[src/rtl/program_loader_if.sv]
// Byte-stream side and processor instruction-init side of the program loader.
// The loader takes the slave modport; the stream source or bench takes master.
interface program_loader_if #(
    parameter int DATA_WIDTH    = 32,
    parameter int ADDRESS_WIDTH = 12
);
    logic                     start;
    logic                     s_valid;
    logic [7:0]               s_data;
    logic                     s_last;
    logic                     s_ready;
    logic                     initialize_instructions;
    logic [ADDRESS_WIDTH-1:0] ram_init_wadrs;
    logic [DATA_WIDTH-1:0]    ram_write_instruction;
    logic                     load_done;
    logic [ADDRESS_WIDTH:0]   word_count;
    logic                     err_overflow;

    modport master (
        output start, s_valid, s_data, s_last,
        input  s_ready, initialize_instructions, ram_init_wadrs, ram_write_instruction,
               load_done, word_count, err_overflow
    );

    modport slave (
        input  start, s_valid, s_data, s_last,
        output s_ready, initialize_instructions, ram_init_wadrs, ram_write_instruction,
               load_done, word_count, err_overflow
    );
endinterface

[src/rtl/program_loader.sv]
// Byte-stream instruction loader: packs bytes little-endian into words and writes
// them to sequential RAM addresses from 0 while holding the processor in init.
module program_loader #(
    parameter int DATA_WIDTH    = 32,
    parameter int ADDRESS_WIDTH = 12
) (
    input  logic               clk,
    input  logic               reset,
    program_loader_if.slave    bus
);
    localparam int BPW = DATA_WIDTH / 8;
    localparam int BIW = (BPW > 1) ? $clog2(BPW) : 1;
    localparam logic [BIW-1:0]           LAST_IDX = BIW'(BPW - 1);
    localparam logic [ADDRESS_WIDTH-1:0] MAX_ADR  = '1;

    typedef enum logic [2:0] {IDLE, PRIME, COLLECT, COMMIT, DRAIN, DONE} state_t;

    state_t                   state;
    logic [BIW-1:0]           byte_idx;
    logic [DATA_WIDTH-1:0]    asm_word;
    logic [DATA_WIDTH-1:0]    asm_next;
    logic                     last_seen;
    logic                     s_ready;
    logic                     init;
    logic                     load_done;
    logic                     err_overflow;
    logic [ADDRESS_WIDTH-1:0] wadrs;
    logic [DATA_WIDTH-1:0]    wdata;
    logic [ADDRESS_WIDTH:0]   word_count;   // doubles as the word index
    logic                     accept;

    assign accept = bus.s_valid & s_ready;

    always_comb begin
        asm_next = asm_word | (DATA_WIDTH'(bus.s_data) << {byte_idx, 3'b000});
    end

    always_ff @(posedge clk) begin
        if (reset) begin
            state        <= IDLE;
            byte_idx     <= '0;
            asm_word     <= '0;
            last_seen    <= 1'b0;
            s_ready      <= 1'b0;
            init         <= 1'b0;
            load_done    <= 1'b0;
            err_overflow <= 1'b0;
            wadrs        <= '0;
            wdata        <= '0;
            word_count   <= '0;
        end else begin
            load_done <= 1'b0;
            case (state)
                IDLE: if (bus.start) begin
                    state        <= PRIME;
                    init         <= 1'b1;
                    wadrs        <= '0;
                    wdata        <= '0;
                    word_count   <= '0;
                    err_overflow <= 1'b0;
                end
                // The processor's first init cycle writes to an undefined address.
                PRIME: begin
                    state   <= COLLECT;
                    s_ready <= 1'b1;
                end
                COLLECT: if (accept) begin
                    asm_word <= asm_next;
                    byte_idx <= byte_idx + 1'b1;
                    if (byte_idx == LAST_IDX || bus.s_last) begin
                        state     <= COMMIT;
                        s_ready   <= 1'b0;
                        last_seen <= bus.s_last;
                        wadrs     <= word_count[ADDRESS_WIDTH-1:0];
                        wdata     <= asm_next;
                    end
                end
                COMMIT: begin
                    word_count <= word_count + 1'b1;
                    byte_idx   <= '0;
                    asm_word   <= '0;
                    if (last_seen) begin
                        state     <= DONE;
                        init      <= 1'b0;
                        load_done <= 1'b1;
                    end else if (word_count[ADDRESS_WIDTH-1:0] == MAX_ADR) begin
                        state        <= DRAIN;
                        err_overflow <= 1'b1;
                        s_ready      <= 1'b1;
                    end else begin
                        state   <= COLLECT;
                        s_ready <= 1'b1;
                    end
                end
                // RAM is full: swallow the rest of the program up to s_last.
                DRAIN: if (accept && bus.s_last) begin
                    state     <= DONE;
                    s_ready   <= 1'b0;
                    init      <= 1'b0;
                    load_done <= 1'b1;
                end
                DONE:    state <= IDLE;
                default: state <= IDLE;
            endcase
        end
    end

    assign bus.s_ready                 = s_ready;
    assign bus.initialize_instructions = init;
    assign bus.ram_init_wadrs          = wadrs;
    assign bus.ram_write_instruction   = wdata;
    assign bus.load_done               = load_done;
    assign bus.word_count              = word_count;
    assign bus.err_overflow            = err_overflow;
endmodule

[src/flat_wrapper.sv]
// flat-port wrapper written by rule: the top's interface ports become plain ports
module program_loader_flat 
#(
    parameter int DATA_WIDTH    = 32,
    parameter int ADDRESS_WIDTH = 12
)
  (clk, reset, bus_start, bus_s_valid, bus_s_data, bus_s_last, bus_s_ready, bus_initialize_instructions, bus_ram_init_wadrs, bus_ram_write_instruction, bus_load_done, bus_word_count, bus_err_overflow);
  program_loader_if #(.DATA_WIDTH(DATA_WIDTH), .ADDRESS_WIDTH(ADDRESS_WIDTH)) bus_i ();
  input  logic clk;
  input  logic reset;
  input wire logic [$bits(bus_i.start)-1:0] bus_start;
  input wire logic [$bits(bus_i.s_valid)-1:0] bus_s_valid;
  input wire logic [$bits(bus_i.s_data)-1:0] bus_s_data;
  input wire logic [$bits(bus_i.s_last)-1:0] bus_s_last;
  output wire logic [$bits(bus_i.s_ready)-1:0] bus_s_ready;
  output wire logic [$bits(bus_i.initialize_instructions)-1:0] bus_initialize_instructions;
  output wire logic [$bits(bus_i.ram_init_wadrs)-1:0] bus_ram_init_wadrs;
  output wire logic [$bits(bus_i.ram_write_instruction)-1:0] bus_ram_write_instruction;
  output wire logic [$bits(bus_i.load_done)-1:0] bus_load_done;
  output wire logic [$bits(bus_i.word_count)-1:0] bus_word_count;
  output wire logic [$bits(bus_i.err_overflow)-1:0] bus_err_overflow;
  assign bus_i.start = bus_start;
  assign bus_i.s_valid = bus_s_valid;
  assign bus_i.s_data = bus_s_data;
  assign bus_i.s_last = bus_s_last;
  assign bus_s_ready = bus_i.s_ready;
  assign bus_initialize_instructions = bus_i.initialize_instructions;
  assign bus_ram_init_wadrs = bus_i.ram_init_wadrs;
  assign bus_ram_write_instruction = bus_i.ram_write_instruction;
  assign bus_load_done = bus_i.load_done;
  assign bus_word_count = bus_i.word_count;
  assign bus_err_overflow = bus_i.err_overflow;
  program_loader #(.DATA_WIDTH(DATA_WIDTH), .ADDRESS_WIDTH(ADDRESS_WIDTH)) u_core (.clk(clk), .reset(reset), .bus(bus_i));
endmodule
[config.mk]
export PLATFORM = sky130hd
export DESIGN_NAME = program_loader_flat
export DESIGN_NICKNAME = d
export VERILOG_FILES = /design/src/rtl/program_loader_if.sv /design/src/rtl/program_loader.sv /design/src/flat_wrapper.sv
export SDC_FILE = /design/constraint.sdc
export NUM_CORES = 1
export LEC_CHECK = 0
export ABC_CLOCK_PERIOD_IN_PS = 5100
export CAP_MARGIN = 10
export CORE_UTILIZATION = 45
export CTS_CLUSTER_SIZE = 14
export DETAILED_ROUTE_END_ITERATION = 10
export DONT_BUFFER_PORTS = 1
export PLACE_DENSITY_LB_ADDON = 0.3
export SETUP_SLACK_MARGIN = 0.1
export SYNTH_ARGS = -nofsm -noshare
export SYNTH_HDL_FRONTEND = slang
export SYNTH_SLANG_ARGS = --single-unit
export TNS_END_PERCENT = 30
[constraint.sdc]
create_clock -name clk -period 5.1 [get_ports clk]
set_input_delay 1.02 -clock clk [delete_from_list [all_inputs] [get_ports clk]]
set_output_delay 1.02 -clock clk [all_outputs]
set_load 0.1 [all_outputs]
==> out/results.tsv <==
stage	metric	value	unit
setup_path	r2r endpoint	u_core.state[1]$_SDFFE_PP0P_	
route	routed len/inst	16.0	um
cts	CTS HTree Levels	3	
floorplan	die height	98.0	um
yosys	Synth warnings	0	
cts	CTS max path bufs	2	
global_routing	GR Overflow Total	0	
cts	CTS Buf Count	9	
global_routing	first-pass GRT wire length	15400	um
route	via count	3137	
route	Starting DRT DRC Count	143	
route	DR pass1 iterations	7	
global_routing	GR met1 Demand/Resource	0.254	
cts	Sink Count	99	
global_routing	GR Util met2	0.330	
setup_path	Worst Path Max Fanout	6	
global_routing	met3 Usage GRT	0.0616	
pwr	total power per unit cell area	310	nW/um^2
floorplan	full die area	9590	sq um
cts	Post-CTS Resized	0	
sta	clock skew	0.0144	ns
setup_path	Worst R2R Setup Slack	2.36	ns
yosys	Post-Synth XOR/XNOR Area	0.0190	
yosys	post-synthesis cell type count	49	
layout	ant diodes	0	
setup_path	worst r2r path cells	5	
setup_path	crit path launch	u_core.bus.word_count[1]$_SDFFE_PP0P_	
yosys	syn_nets	477	
setup_path	Critical Path Source Type	register	
yosys	number of synthesized flops with an enable pin	0	
setup_path	CP endpoint kind	register	
cts	Reg clk slew, reported paths	0.09	ns
placed_design	number of buffers added on ports	0	
yosys	Syn Std Cell Area	4140	sq um
sta	Final Hold Fails	0	
setup_path	worst path required time	5.31	ns
route	Post-route DRC	5	
flow_run	max-cap viol count	0	
global_routing	vias in the first global route	3072	
yosys	Post-Synth Simple-Gate Area	0.244	
yosys	Seq cells post-synth	99	
sta	unrepaired setup endpoints after global routing	false	
layout	Layout fillers	807	
pwr	worst vdd ir	0.000168	V
yosys	largest family of logic cells by synthesized area	simple AND/OR/NAND/NOR gates	
floorplan	Die Span X	98.0	um
global_routing	initial antenna violation count	0	
cts	cts hold-fix bufs	0	
route	DRT antenna net count	0	
setup_path	Reg2Reg Launch Point	u_core.bus.word_count[1]$_SDFFE_PP0P_	
setup_path	CP Class	reg2reg	
sta	Setup violations, final	0	
setup_path	crit path DAT	2.95	ns
cts	TritonCTS clock tree	built	
yosys	Cells after Synth	462	
yosys	Async SR Flop Fraction	0	
floorplan	I/O Pins	74	
layout	Nets	467	
sta	min Tclk post-route	2.74	ns
sta	Slew Viols, Final	0	
cts	clk_lat worst skew	0.37	ns
setup_path	crit path to	u_core.state[1]$_SDFFE_PP0P_	
yosys	post-synthesis mux area share	0.119	
status	failing checks	DRC	
route	WL final	9060	um
cts	Clk Tree Root Cell	clkbuf_8	
layout	commonest non-fill, non-tap cell in the layout	dfxtp_1	
floorplan	Starting Density	0.470	
floorplan	num rows	34	
floorplan	Core Box Area	8810	sq um
pwr	Pleak	0.00143	uW
min_path	worst min path class	reg2reg	
sta	Tcrit/Tclk final	0.536	
global_routing	GRT Overall Usage	0.201	
sta	Fmax	366	MHz
sta	Least-Margin Pin Slew	1.17	ns
layout	commonest cells after routing, fill and taps aside	99 x dfxtp_1, 95 x nor2_1, 42 x a21oi_1	
cts	Post-CTS Setup Bufs	0	
sta	setup_tns	0	ns
placed_design	final RePlAce weighted congestion	0.744	
global_routing	Most Used Layer, Global Route	met2	
yosys	compound-cell area share of the yosys netlist	0.0912	
global_routing	pin count of the biggest net entering global routing	58	
layout	Area growth, synth to finish	5.62	%
yosys	Seq/Total Area, Yosys	0.478	
sta	relative slew slack	0.216	
status	outcome	finished with violations	
route	vias per cell	5.55	
placed_design	placed wire-length estimate	6060	um
layout	share of cells above drive strength 1	0.131	
yosys	Adder-Cell Fraction of Synth Area	0.00604	
yosys	mean post-synth cell area	8.97	sq um
layout	Final Util	0.497	
yosys	Synth Flop Type	dfxtp_1	
-- stage by stage --
step           total power, uW  hold WS (ns)  instance area (sq um)  setup slack (ns)  cells
2_1_floorplan              876         0.468                   4140              2.69    462
3_5_place_dp               880         0.479                   4180              2.34    549
3_3_place_gp               878         0.475                   4180              2.38    549
4_1_cts                   1370         0.495                   4380              2.34    565
5_1_grt                   1410         0.513                   4380              2.12    565
6_report                  1360         0.493                   4380              2.36    565
-- where the power goes --
part | internal, uW | switching (uW) | leakage [uW] | total (uW)
sequential | 777 | 24.3 | 0.000798 | 801
combinational | 17.8 | 41.8 | 0.000525 | 59.7
clock | 226 | 271 | 0.000103 | 497
total | 1020 | 337 | 0.00143 | 1360
-- synthesized netlist by cell type, types with 3 or more instances --
| cell type | n | share of area |
|---|---|---|
| a21oi_1 | 42 | 0.051 |
| o2111ai_1 | 3 | 0.0063 |
| xor2_1 | 7 | 0.015 |
| nand4_1 | 3 | 0.0045 |
| buf_2 | 14 | 0.017 |
| mux2i_1 | 12 | 0.029 |
| mux2_1 | 9 | 0.024 |
| nand2b_1 | 3 | 0.0045 |
| o21ai_0 | 4 | 0.0048 |
| or3_1 | 3 | 0.0045 |
| nor3_1 | 32 | 0.039 |
| dfxtp_1 | 99 | 0.48 |
| clkbuf_1 | 9 | 0.0082 |
| and2_0 | 11 | 0.017 |
| mux2_2 | 24 | 0.065 |
| nor2_1 | 95 | 0.086 |
| and4_1 | 3 | 0.0063 |
| buf_6 | 5 | 0.014 |
| nand3_1 | 4 | 0.0048 |
| nor2b_1 | 3 | 0.0045 |
| nand2_1 | 41 | 0.037 |
-- cell type report --
cell class              count  area (sq um)  share of cell area
well taps                 108           135              0.0309
flip-flops and latches     99          1980               0.453
repair buffers              9          67.6              0.0154
clock buffers               9           124              0.0283
inverters                   2          7.51             0.00172
multi-input cells         331          1990               0.455
clock inverters             7          67.6              0.0154
-- sequential cells by signal, summed over array words and instances, names as in the netlist --
signal	flops
u_core.bus.initialize_instructions	1
u_core.bus.s_ready	1
u_core.bus.ram_write_instruction	32
u_core.bus.ram_init_wadrs	12
u_core.bus.word_count	13
u_core.state	3
u_core.bus.load_done	1
u_core.last_seen	1
u_core.byte_idx	2
u_core.bus.err_overflow	1
u_core.asm_word	32
-- cells by family after synthesis --
logic type	count (synthesis)
fa+ha+maj	2
simple gates	213
compound gates	62
xor+xnor	9
buf+inv	32
flops	99
mux	45
-- critical path: stages (launching register included) --
cell     delay (ns)
dfxtp_1        1.05
ha_1           0.37
nand4_1        0.18
nor4_1         0.72
o211a_1        0.22
nor4_1         0.05
-- metal layers --
layer	vias to the layer above	share of wire
met4	0	0.0046
met2	81	0.48
met1	1496	0.45
li1	1555	-
met5	-	0
met3	5	0.068
-- worst min path at each step --
stage                     cells after the start  slack [ns]                                to                              from
final                                         2        0.49  u_core.asm_word[31]$_SDFFE_PP0P_  u_core.asm_word[31]$_SDFFE_PP0P_
after global routing                          2        0.51  u_core.asm_word[11]$_SDFFE_PP0P_  u_core.asm_word[11]$_SDFFE_PP0P_
after CTS                                     2        0.49  u_core.asm_word[26]$_SDFFE_PP0P_  u_core.asm_word[26]$_SDFFE_PP0P_
after detailed placement                      2        0.48  u_core.asm_word[29]$_SDFFE_PP0P_  u_core.asm_word[29]$_SDFFE_PP0P_
after global placement                        2        0.48  u_core.asm_word[14]$_SDFFE_PP0P_  u_core.asm_word[14]$_SDFFE_PP0P_
after floorplan                               2        0.47   u_core.asm_word[0]$_SDFFE_PP0P_   u_core.asm_word[0]$_SDFFE_PP0P_
Note: power is estimated with default switching activity, not from simulation.
